**src/rtl/perf_pkg.sv**
```systemverilog
// perf_pkg: FSM states and readout index layout shared by the perf_monitor blocks.
package perf_pkg;
  typedef enum logic [1:0] {IDLE, WAIT_ARRAY, ARRAY, DONE} state_t;
  localparam int REQ_BASE = 0;
  function automatic int array_idx(input int num_ch);
    return num_ch;
  endfunction
  function automatic int total_idx(input int num_ch);
    return num_ch + 1;
  endfunction
  function automatic int stall_base(input int num_ch);
    return num_ch + 2;
  endfunction
endpackage

```
**src/rtl/perf_sat_counter.sv**
```systemverilog
// perf_sat_counter: clearable up-counter that holds at all-ones and flags it.
module perf_sat_counter #(
  parameter int CNT_WIDTH = 32
) (
  input  logic                 clk,
  input  logic                 reset_n,
  input  logic                 clr,
  input  logic                 inc,
  output logic [CNT_WIDTH-1:0] value,
  output logic                 sat
);
  assign sat = &value;
  always_ff @(posedge clk or negedge reset_n)
    if (!reset_n) value <= '0;
    else if (clr) value <= '0;
    else if (inc && !sat) value <= value + CNT_WIDTH'(1);
endmodule

```
**src/rtl/perf_monitor.sv**
```systemverilog
// perf_monitor: per-operation request, array-active and total cycle counters with indexed readout.
// Define PERF_MON_STALL_EN to add per-channel stall counters at the upper readout indices.
module perf_monitor
  import perf_pkg::*;
#(
  parameter int NUM_CH    = 3,
  parameter int CNT_WIDTH = 32,
  parameter int SEL_WIDTH = $clog2(2*NUM_CH+2)
) (
  input  logic                 clk,
  input  logic                 reset_n,
  input  logic                 start_i,
  input  logic                 array_start_i,
  input  logic                 done_i,
  input  logic [NUM_CH-1:0]    req_i,
  input  logic [NUM_CH-1:0]    ack_i,
  input  logic [SEL_WIDTH-1:0] rd_sel_i,
  output logic [CNT_WIDTH-1:0] rd_data_o,
  output logic                 busy_o,
  output logic                 valid_o,
  output logic                 ovf_o
);
  localparam int A_IDX = array_idx(NUM_CH);
  localparam int T_IDX = total_idx(NUM_CH);
  localparam int S_IDX = stall_base(NUM_CH);
`ifdef PERF_MON_STALL_EN
  localparam int NCNT = S_IDX + NUM_CH;
`else
  localparam int NCNT = S_IDX;
`endif
  state_t state, nxt;
  logic [NUM_CH-1:0] req_q;
  logic [NCNT-1:0] inc, sat;
  logic [CNT_WIDTH-1:0] cnt [NCNT];
  logic busy, start_acc;
  assign busy = state == WAIT_ARRAY || state == ARRAY;
  assign start_acc = start_i && (state == IDLE || state == DONE);
  assign inc[REQ_BASE +: NUM_CH] = {NUM_CH{busy}} & req_i & ~req_q;
  assign inc[A_IDX] = state == ARRAY;
  assign inc[T_IDX] = busy;
`ifdef PERF_MON_STALL_EN
  assign inc[S_IDX +: NUM_CH] = {NUM_CH{busy}} & req_i & ~ack_i;
`else
  logic [NUM_CH-1:0] unused_ack;
  assign unused_ack = ack_i;
`endif
  // done_i wins over array_start_i in WAIT_ARRAY so an aborted operation reports zero array cycles
  always_comb nxt = start_acc ? WAIT_ARRAY :
                    busy && done_i ? DONE :
                    state == WAIT_ARRAY && array_start_i ? ARRAY : state;
  for (genvar g = 0; g < NCNT; g++) begin : g_cnt
    perf_sat_counter #(.CNT_WIDTH(CNT_WIDTH)) u_cnt (
      .clk     (clk),
      .reset_n (reset_n),
      .clr     (start_acc),
      .inc     (inc[g]),
      .value   (cnt[g]),
      .sat     (sat[g])
    );
  end
  always_ff @(posedge clk or negedge reset_n)
    if (!reset_n) begin
      state     <= IDLE;
      req_q     <= '0;
      rd_data_o <= '0;
      busy_o    <= 1'b0;
      valid_o   <= 1'b0;
      ovf_o     <= 1'b0;
    end else begin
      state     <= nxt;
      req_q     <= req_i;
      rd_data_o <= 32'(rd_sel_i) < NCNT ? cnt[rd_sel_i] : '0;
      busy_o    <= nxt == WAIT_ARRAY || nxt == ARRAY;
      valid_o   <= nxt == DONE;
      ovf_o     <= start_acc ? 1'b0 : ovf_o | (|sat);
    end
endmodule

```
**config.mk**
```make
export PLATFORM = sky130hd
export DESIGN_NAME = perf_monitor
export DESIGN_NICKNAME = d
export VERILOG_FILES = /design/src/rtl/perf_pkg.sv /design/src/rtl/perf_sat_counter.sv /design/src/rtl/perf_monitor.sv
export SDC_FILE = /design/constraint.sdc
export NUM_CORES = 1
export LEC_CHECK = 0
export CAP_MARGIN = 30
export CELL_PAD_IN_SITES_DETAIL_PLACEMENT = 0
export CELL_PAD_IN_SITES_GLOBAL_PLACEMENT = 1
export CORE_MARGIN = 3
export CORE_UTILIZATION = 45
export CTS_CLUSTER_SIZE = 25
export DETAILED_ROUTE_END_ITERATION = 16
export GPL_TIMING_DRIVEN = 0
export PLACE_DENSITY_LB_ADDON = 0.1
export SYNTH_ARGS = -nofsm -noshare
export SYNTH_HDL_FRONTEND = slang
export SYNTH_HIERARCHICAL = 1
export SYNTH_SLANG_ARGS = --single-unit
```
**constraint.sdc**
```tcl
create_clock -name clk -period 3.2 [get_ports clk]
set_input_delay 0.48 -clock clk [delete_from_list [all_inputs] [get_ports clk]]
set_output_delay 0.48 -clock clk [all_outputs]
set_load 0.05 [all_outputs]
```
# Word level (Yosys, flattened, before mapping)
# Cells that the tools add are included.
# W data, S select, Z words.
# classes
add_sub_neg,5
n_mul,0
div_mod_pow,0
magnitude_cmp,2
n_eq_ne,6
shifts,0
n_mux,18
bitwise,5
n_reduce_logical,28
# op_table
operator,n
$mux W32,13
$add A32 B1 Y32 const B,5
$reduce_and A32 Y1,5
$bmux W32 S3,1
$reduce_bool A2 Y1,5
$eq A2 B2 Y1 const B,4
$logic_and A1 B1 Y1,8
$and A3 B3 Y3,2
$mux W2,3
$logic_not A1 Y1,5
$reduce_or A5 Y1,1
$eq A2 B1 Y1 const B,2
$ge A4 B4 Y1 const B,1
$not A3 Y4,1
$logic_or A1 B1 Y1,3
$lt A3 B3 Y1 const B,1
$not A3 Y3,1
$logic_not A2 Y1,1
$mux W1,1
$or A1 B1 Y1,1
# totals
regBits,200
latch_bits,0
ramBits,0
romBits,0
input_bits,14
out_inout_bits,35
word_cells,75
mem_count,0

# Logic depth before layout (Yosys ltp)
# Gate-level depths: netlist (run 1).
# logic_depth
word_depth,7
mapped_depth,9
mapped_depth_nobuf,8

# Modules after synthesis
# The synthesis (run 1) kept the hierarchy.
# modules_own_cells
mod,instances,cells_each,area_each_um2,seq_area_each_um2
perf_sat_counter,5,207,1898.1,800.8
perf_monitor,1,207,2487.4,1001.0

# Worst setup path before layout (run 1)
# Ideal clock, no wire load.
# synth_path
kind,flip-flop to flip-flop
start,reg state[0]
end,reg g_cnt[0].u_cnt.value[23]
setup_ns,0.127
t_arrival_ns,2.805
required_time_ns,3.073
setup_slack_ns,0.268
path_stages_with_launch,9
path_buffers,0
synth_period_minus_slack_ns,2.932
path_cell_list,dfrtp_1 -> inv_1 -> ha_1 -> nor3b_1 -> nand3_1 -> or4_4 -> a211oi_2 -> and4_1 -> mux2_1
# synth_via
elab_chain_len,6
word_cells_on_any_way,12
cone_classes,3 x eq/ne; 1 x mux; 2 x bitwise; 6 x reduce/logical
# synth_rtl
item,line_no,rtl
from (decl),perf_monitor.sv:31,"state_t state, nxt;"
from (signal assigned),perf_monitor.sv:70,state <= nxt;
$eq A2 B1 Y1 or $eq A2 B2 Y1 (tied branches),perf_monitor.sv:36,assign busy = state == WAIT_ARRAY || state == ARRAY;
$logic_or A1 B1 Y1 (*),perf_monitor.sv:36,
$and A3 B3 Y3 (*) (2 in series),perf_monitor.sv:38,assign inc[REQ_BASE +: NUM_CH] = {NUM_CH{busy}} & req_i & ~req_q;
net inc[0],perf_monitor.sv:33,"logic [NCNT-1:0] inc, sat;"
$logic_and A1 B1 Y1 (*),perf_sat_counter.sv:16,else if (inc && !sat) value <= value + CNT_WIDTH'(1);
$reduce_bool A2 Y1 (no source line) (*),n/a,
to (signal assigned),perf_sat_counter.sv:16,
to (decl),perf_sat_counter.sv:9,"output logic [CNT_WIDTH-1:0] value,"
# Mark *: on every way through the listed nets, which the timed path passes. The rest lies on a longest branch.
# A chain may end at the register's enable or synchronous reset.

# Worst setup path in the final report (run 1)
# layout_path
start,reg state[0]
end,reg g_cnt[2].u_cnt.value[23]
# layout_via
elab_chain_len,6
word_cells_on_any_way,12
cone_classes,3 x eq/ne; 1 x mux; 2 x bitwise; 6 x reduce/logical
# layout_rtl
item,line_no
$eq A2 B1 Y1 or $eq A2 B2 Y1 (tied branches),perf_monitor.sv:36
$logic_or A1 B1 Y1 (*),perf_monitor.sv:36
$and A3 B3 Y3 (*) (2 in series),perf_monitor.sv:38
net inc[2],perf_monitor.sv:33
$logic_and A1 B1 Y1 (*),perf_sat_counter.sv:16
$reduce_bool A2 Y1 (no source line) (*),n/a
to (signal assigned),perf_sat_counter.sv:16
to (decl),perf_sat_counter.sv:9
# Marks and branches as above.

==> impl_results.md, run 1 <==
- Pwr Total: approximately 6.4 mW
- CP max-delay cell: or4_4
- Post-Syn Area: 12000 µm²
- Largest net degree at the start of global routing: 112
- Drt wl/cell: 22.0 µm
- Critical path, cell by cell: inv_1 -> ha_4 -> nor3b_4 -> nand3_1 -> or4_4 -> a211oi_4 -> and4_1 -> mux2_1
- Final worst slack: 0.218 ns
- Largest area contributor in the netlist: dfrtp_1
- Row Count: 59
- 1st-iter DRT viols: between 700 and 800
- Critical path type: reg -> reg
- Synth Warn #: 6
- DRC: 0
- Max-cap viol count: 0
- Share of the synthesized area in the top cell type: 0.418
- Drt first pass iters: 6
- Final hold vios: 0
- I/O pin cnt: 49
- Ys flop type: dfrtp_1
- N_diodes: 0
- CTS sink count: 200
- Final period util: 0.932
- CTS clk-pin slew, worst paths: about 0.08 ns
- Overflow left after global routing: 0
- Clock Path Buffers: 2
- CP max stage delay: between 0.5 and 0.6 ns
- Initial antenna violation count: 2
- Die X: 169 µm
- TritonCTS Buffers: 17
- RSZ-0062 raised after global routing: false
- CP required: ~3.5 ns
- Via count: 10300
- Crit end category: flip-flop
- EDFF count, synth: 0
- Outcome: complete, no violations
- Final HPWL DP: 27.1 mm
- Syn nets: about 1300
- Starting Density: 0.458
- Die height: 169 µm
- Yosys cell types: 46
- Core Area: 26100 µm²
- Dominant cells by area after synthesis: dfrtp_1 (42%), nor2_1 (4.4%), mux2_4 (3.6%), a21oi_1 (3.4%), mux2i_1 (3.1%)
- Area Growth Syn to Fin: 13.2%
- Worst Hold Class: in -> async
- Share of layout cells above drive strength 1: 0.121
- Commonest cells in the netlist: dfrtp_1 (200), nor2_1 (139), a21oi_1 (82), nand2_1 (73), nand3_1 (65)
- CP Buf/Inv Count: 1
- Syn Inst Count: around 1200
- CP Data Arrival Time: roughly 3.3 ns
- Final #Nets: 1330
- Max Clock Skew: roughly 0.015 ns
- Async S/R FF share, synth: 1.00
- Pleak: ~5.4 nW
- Max Transition Viols Final: 0
- Critical path startpoint category: flip-flop
- GR Util All Layers: 0.256
- Worst slack at placement: -0.612 ns
- Clk_lat worst skew: 0.44 ns
- DP Area: ~13000 µm²
- Vias/cell: around 6.2
- Die ar.: 28600 µm²
- Fin crit period: 2.98 ns
- Post-Route WL: 36.5 mm
- Register area share after synthesis: 0.418
- PortBufs: between 40 and 50
- Number of global-route vias before repair: about 10000
- Yosys reg bits: 200
- H-tree levels: 4
- Fmax: around 340 MHz
- CTS tree: yes
- GPL Wtd Cong: 0.911
- Power Dens Cells: 475 nW/µm²
- Routed Antenna Nets: 0
- Tightest Pin Transition: 0.854 ns
- CP top delay family: simple AND/OR/NAND/NOR gates
- Mean Syn Cell Area: roughly 9.6 µm²
- CTS Root Cell: clkbuf_16
- Largest fanout on the critical path: 7
- Max rail drop VDD: 0.363 mV
- Most frequent cell after synthesis: dfrtp_1
- First-pass GRT wire length: around 57 mm
- Fillers: 2523
- Slew HR: 0.425
- Post-route cell area: around 14000 µm²
- Final setup vio count: 0
- Post-CTS Hold Buffers: 0
-- worst reg2reg max path, cell delays in order, from the launching register on --
cell and delay (ns):
dfrtp_1 0.38, inv_1 0.08, ha_4 0.34, nor3b_4 0.33, nand3_1 0.20, or4_4 0.57, a211oi_4 0.39, and4_1 0.25
mux2_1 0.32
-- per-layer routing --
metal / track usage / share of wire / vias to the layer above / wire [µm]
met4: 0.0697 / 0.024 / 2 / 867
met3: 0.0498 / 0.056 / 49 / 2030
li1: - / - / 4870 / -
met1: 0.345 / 0.44 / 5099 / 16100
met5: 0 / 0.00036 / - / 13
met2: 0.424 / 0.48 / 295 / 17500
-- through the flow --
stage | setup TNS, ns | hold slack, ns | cells | util
final | 0 | 0.00312 | 1656 | 0.519
after global routing | 0 | 0.0688 | 1656 | 0.519
after CTS | 0 | 0.0633 | 1653 | 0.517
after detailed placement | -55.36 | 0.494 | 1621 | 0.492
after global placement | -1484.45 | 0.519 | 1620 | 0.491
after floorplan | 0 | 0.184 | 1242 | -
-- flip-flops by register name (all words and copies together) (netlist names) --
name               count
busy_o                 1
g_cnt.u_cnt/value    160
ovf_o                  1
rd_data_o             32
req_q                  3
state                  2
valid_o                1
-- area by class of cell --
type                       instances  area [µm²]  share of cell area
clock buffer                      19         453              0.0334
multi-input combinational        962        6650               0.491
inverter                          23        86.3             0.00637
buffer                            57         319              0.0235
tap                              335         419              0.0309
clock inverter                    13         136              0.0101
timing repair buffer              47         485              0.0358
sequential                       200        5000               0.369
-- kinds of logic (layout without fill, tap and decap cells) --
logic type,count (synthesis),in the layout,synth area share
simple gates,560,560,0.265
fa+ha+maj,8,8,0.00836
xor+xnor,50,50,0.0366
flops,200,200,0.418
buf+inv,80,159,0.0328
compound gates,260,260,0.156
mux,84,84,0.0842
-- repair_timing --
action | 4_1_cts | 5_1_grt
gates resized for setup | 14 | 12
buffers inserted | 0 | 3
hold endpoints to repair | 0 | 0
setup endpoints to repair | 134 | 63
pin swaps | 0 | 2
-- where the power goes --
group / total [mW] / switching, mW / leakage (nW) / internal, mW
Clock: 2.22 / 1.07 / 0.286 / 1.14
Sequential: 2.74 / 0.119 / 2.77 / 2.62
Combinational: 1.48 / 1.05 / 2.35 / 0.432
Total: 6.43 / 2.24 / 5.40 / 4.19
-- cells in the final DEF, fill, tap and decap left out, types with 26 or more instances in the layout --
cell             instances
nor2_1                 139
mux2i_1                 37
mux2_4                  29
a21oi_1                 82
nand3_1                 65
or4_1                   45
nand4_1                 45
or3_1                   55
o31ai_1                 40
dfrtp_1                200
a221o_1                 31
nand2_1                 73
o21ai_0                 35
nor4_1                  26
clkdlybuf4s50_1         42
-- final timing paths --
check | startpoint | end | slack, ns | depth (start not counted)
setup / recovery | state[0] | g_cnt[2].u_cnt/value[23] | 0.22 | 8
hold / removal | reset_n | g_cnt[2].u_cnt/value[3] | 0.003 | 1
setup reg to reg | state[0] | g_cnt[2].u_cnt/value[23] | 0.22 | 8
hold reg to reg | g_cnt[1].u_cnt/value[24] | rd_data_o[24] | 0.53 | 1
max in group asynchronous | reset_n | g_cnt[0].u_cnt/value[27] | 2.18 | 2
min in group clk | req_i[2] | req_q[2] | 0.49 | 1
Note: power is estimated with default switching activity, not from simulation.
==> inputs of run 2 (changes only) <==
clock period = 3.6 ns   (was 3.2 ns; I/O delays follow)
==> impl_results.md, run 2 (synthesis results as in run 1) <==
- PortBufs: 43
- Final period util: 0.920
- Drt first pass iters: 7
- Initial antenna violation count: 2
- Die height: 169 µm
- Final HPWL DP: 27.1 mm
- Outcome: complete, no violations
- GPL Wtd Cong: 0.911
- Fillers: 2519
- Post-CTS Hold Buffers: 0
- Most frequent cells in the layout: dfrtp_1 (200), nor2_1 (139), a21oi_1 (82)
- First-pass GRT wire length: between 50 and 60 mm
- CTS tree: yes
- Max rail drop VDD: between 0.3 and 0.4 mV
- Clk_lat worst skew: roughly 0.44 ns
- Final core occ: 0.516
- I/O pin cnt: 49
- CTS clk-pin slew, worst paths: 0.08 ns
- Max-cap viol count: 0
- GR Util All Layers: 0.255
- Largest fanout on the critical path: 7
- Share of layout cells above drive strength 1: 0.112
- Fmax: 302 MHz
- Crit end category: flip-flop
- Commonest non-fill, non-tap cell in the layout: dfrtp_1
- Largest register FFs: 160
- Tightest Pin Transition: 0.772 ns
- Starting Density: 0.458
- Row Count: 59
- H-tree levels: 4
- Area Growth Syn to Fin: 12.5%
- Fin crit period: 3.31 ns
- Slew HR: 0.481
- Critical path type: reg -> reg
- Post CTS Setup Buffer Count: 0
- WHS: 0.0482 ns
- CP Data Arrival Time: 3.64 ns
- Pleak: 5.34 nW
- Critical path startpoint category: flip-flop
- Final #Nets: 1327
- RSZ-0062 raised after global routing: false
- CP max-delay cell: or4_4
- Max Clock Skew: approximately 0.015 ns
- Core Area: 26100 µm²
- Final hold vios: 0
- Overflow left after global routing: 0
- Max Transition Viols Final: 0
- 1st-iter DRT viols: a little under 800
- Routed Antenna Nets: 0
- Final setup vio count: 0
- Inst Count DP: about 1600
- Via count: 10300
- CTS Root Cell: clkbuf_16
- Regs by FF count: g_cnt.u_cnt/value x160, rd_data_o x32, req_q x3
- Power Dens Cells: 420 nW/µm²
- TritonCTS Buffers: 17
- Critical path, cell by cell: inv_1 -> ha_2 -> nor3b_2 -> nand3_1 -> or4_4 -> a211oi_2 -> and4_1 -> mux2_1
- CP max stage delay: 0.55 ns
- Number of global-route vias before repair: 9844
- CP required: 3.93 ns
- Post-Route WL: 36.3 mm
- Vias/cell: just over 6
- Final std cells w/o fill: roughly 1700
- Drt wl/cell: 22.0 µm
- N_diodes: 0
- Clock Path Buffers: 2
- Largest net degree at the start of global routing: 112
- CTS sink count: 200
- Die ar.: 28600 µm²
- DRC: 0
- Worst Hold Class: in -> async
- Die X: 169 µm
- Register with the most flip-flops: g_cnt.u_cnt/value
run 2: per-layer routing:
| layer | part of all wire | track usage |
|---|---|---|
| met5 | 0.00036 | 0 |
| met4 | 0.023 | 0.0693 |
| met3 | 0.056 | 0.0485 |
| met2 | 0.48 | 0.421 |
| met1 | 0.44 | 0.345 |
run 2: metrics by stage:
| stage | cell area, µm² | setup slack [ns] | TNS [ns] | total power [mW] |
|---|---|---|---|---|
| after floorplan | 12000 | 0.668 | 0 | 3.22 |
| after global placement | 12800 | -6.85 | -1372.09 | 3.72 |
| after detailed placement | 12900 | -0.212 | -10.07 | 3.74 |
| after CTS | 13500 | 0.0384 | 0 | 5.72 |
| after global routing | 13500 | 0.122 | 0 | 5.93 |
| final | 13500 | 0.287 | 0 | 5.67 |
run 2: path summary, 6_finish.rpt:
path,cells past startpoint,start,end,slack (ns)
worst min-delay path,1,reset_n,g_cnt[2].u_cnt/value[3],0.05
worst max-delay path,8,state[0],g_cnt[0].u_cnt/value[23],0.29
worst max register to register,8,state[0],g_cnt[0].u_cnt/value[23],0.29
max in group asynchronous,2,reset_n,g_cnt[0].u_cnt/value[27],2.52
worst min register to register,1,g_cnt[1].u_cnt/value[24],rd_data_o[24],0.53
min in group clk,1,g_cnt[1].u_cnt/value[24],rd_data_o[24],0.53
run 2: layout make-up:
type | instances | area [µm²] | area share
Buffer | 57 | 308 | 0.0228
Multi-Input combinational cell | 962 | 6610 | 0.490
Inverter | 23 | 86.3 | 0.00641
Tap cell | 335 | 419 | 0.0311
Clock inverter | 13 | 136 | 0.0101
Sequential cell | 200 | 5000 | 0.371
Clock buffer | 19 | 453 | 0.0336
Timing Repair Buffer | 44 | 463 | 0.0344
run 2: repair_timing:
| action | CTS | global route |
|---|---|---|
| endpoints found under the hold margin | 0 | 0 |
| endpoints found under the setup margin | 104 | 99 |
| gates resized for setup | 4 | 4 |
run 2: where the power goes:
part,switching (mW),leakage [nW],internal [mW],total (mW)
Sequential,0.102,2.77,2.33,2.43
Combinational,0.911,2.29,0.348,1.26
Clock,0.959,0.286,1.02,1.97
run 2: critical path: cells and delay by family, from the launching register on:
kind | cells | cell delay [ns]
AOI/OAI and AO/OA | 1 | 0.54
adders and majority gates | 1 | 0.40
buffers and inverters | 1 | 0.07
DFF | 1 | 0.41
muxes | 1 | 0.31
and+or+nand+nor | 4 | 1.46
==> inputs of run 3 (changes only) <==
CORE_UTILIZATION = 52   (was 45)
SLEW_MARGIN = 40   (was default)
==> impl_results.md, run 3 (synthesis results as in run 1) <==
- Outcome: complete, no violations
- H-tree levels: 4
- Critical path startpoint category: flip-flop
- Number of global-route vias before repair: 9973
- Die ar.: ~25000 µm²
- CP startpoint: state[0]
- Final #Nets: around 1300
- CTS Root Cell: clkbuf_16
- Regs by FF count: g_cnt.u_cnt/value x160, rd_data_o x32, req_q x3
- Row Count: between 50 and 60
- Final period util: 0.960
- CTS tree: yes
- Tightest Pin Transition: 0.643 ns
- Routed Antenna Nets: 0
- CTS clk-pin slew, worst paths: 0.08 ns
- First-pass GRT wire length: 55.6 mm
- Max Clock Skew: 0.0191 ns
- Overflow left after global routing: 0
- WHS: 0.0325 ns
- Max rail drop VDD: 0.299 mV
- CP required: about 4 ns
- Final setup vio count: 0
- RR Startpoint: state[0]
- Largest net degree at the start of global routing: between 70 and 80
- Final HPWL DP: 26.6 mm
- GPL Wtd Cong: ~0.96
- R2R setup slack: approximately 0.14 ns
- CP Data Arrival Time: 3.76 ns
- Drt first pass iters: 8
- Setup TNS: 0 ns
- FF-to-FF path depth: 7
- DRC: 0
- 1st-iter DRT viols: 1015
- Area Growth Syn to Fin: 12.0%
- TritonCTS Buffers: 17
- Power Dens Cells: 419 nW/µm²
- Starting Density: 0.539
- Post-route cell area: between 10000 and 15000 µm²
- Critical path type: reg -> reg
- Most frequent cells in the layout: dfrtp_1 (200), nor2_1 (139), a21oi_1 (82)
- RSZ-0062 raised after global routing: false
- PortBufs: 43
- Initial antenna violation count: 1
- Vias/cell: 6.54
- Pwr Total: approximately 5.6 mW
- Die X: approximately 160 µm
- Largest fanout on the critical path: 13
- Post CTS Setup Buffer Count: 0
- Post-Route WL: 35.5 mm
- Max-cap viol count: 0
- Share of layout cells above drive strength 1: 0.111
- Register with the most flip-flops: g_cnt.u_cnt/value
- Largest register FFs: 160
- Core Area: 22200 µm²
- Crit end category: flip-flop
- Commonest non-fill, non-tap cell in the layout: dfrtp_1
- Via count: 10500
- Fmax: 289 MHz
- Max Transition Viols Final: 0
- Drt wl/cell: 22.2 µm
- Slew HR: 0.567
- Fin crit period: 3.46 ns
- Worst Hold Class: in -> async
- Final hold vios: 0
- Die height: between 150 and 200 µm
- Pleak: around 5.4 nW
- N_diodes: 0
- DP Area: 12800 µm²
- Clk_lat worst skew: 0.45 ns
- CTS sink count: 200
- I/O pin cnt: 49
- GR Util All Layers: 0.291
- Clock Path Buffers: 2
## run 3: changes by cell type in the layout (fill, tap and decap cells not counted), sizes merged
cell / delta
inv: +4
clkinvlp: -2
buf: +1
bufinv: -1
clkinv: -1
## run 3: layer usage
| metal | share of wire | GRT usage | wire length, µm | vias up |
|---|---|---|---|---|
| met2 | 0.48 | 0.481 | 16900 | 327 |
| met5 | 0 | 0 | 0 | - |
| li1 | - | - | - | 4886 |
| met3 | 0.055 | 0.0443 | 1950 | 51 |
| met4 | 0.030 | 0.0955 | 1060 | 0 |
| met1 | 0.44 | 0.394 | 15500 | 5198 |
## run 3: final timing paths
path                                             to
hold / removal              g_cnt[2].u_cnt/value[3]
setup / recovery           g_cnt[0].u_cnt/value[11]
min in group clk                           req_q[2]
max in group asynchronous  g_cnt[0].u_cnt/value[13]
setup reg to reg           g_cnt[0].u_cnt/value[11]
hold reg to reg                       rd_data_o[24]
## run 3: cell type report
| cell class | count | area, µm² |
|---|---|---|
| flip-flops and latches | 200 | 5000 |
| fillers | 1947 | 8810 |
| inverters | 23 | 86.3 |
| well taps | 280 | 350 |
| multi-input cells | 962 | 6600 |
| clock inverters | 13 | 128 |
| plain buffers | 57 | 307 |
| repair buffers | 45 | 490 |
| clock buffers | 19 | 453 |
## run 3: what timing repair did
| action | 4_1_cts | 5_1_grt |
|---|---|---|
| hold buffers | 0 | 0 |
| resized for setup | 2 | 1 |
| setup endpoints to repair | 2 | 1 |
## run 3: where the power goes
| group | total (mW) | internal [mW] | switching, mW |
|---|---|---|---|
| Sequential | 2.43 | 2.33 | 0.106 |
| Combinational | 1.25 | 0.344 | 0.901 |
| Clock | 1.94 | 0.962 | 0.975 |
## run 3: through the flow
stage	setup slack [ns]	cells	utilization
floorplan	0.668	1242	-
global placement	-6.59	1565	0.574
detailed placement	-0.0505	1567	0.577
CTS	0.0102	1599	0.603
global route	0.0175	1599	0.604
finish	0.142	1599	0.604
## run 3: worst max-delay path, stage by stage (launching register included)
cell	delay (ns)
dfrtp_1	0.37
inv_1	0.05
ha_1	0.67
and2_2	0.59
clkbuf_1	0.53
clkbuf_1	0.46
buf_1	0.52
nor2_1	0.11
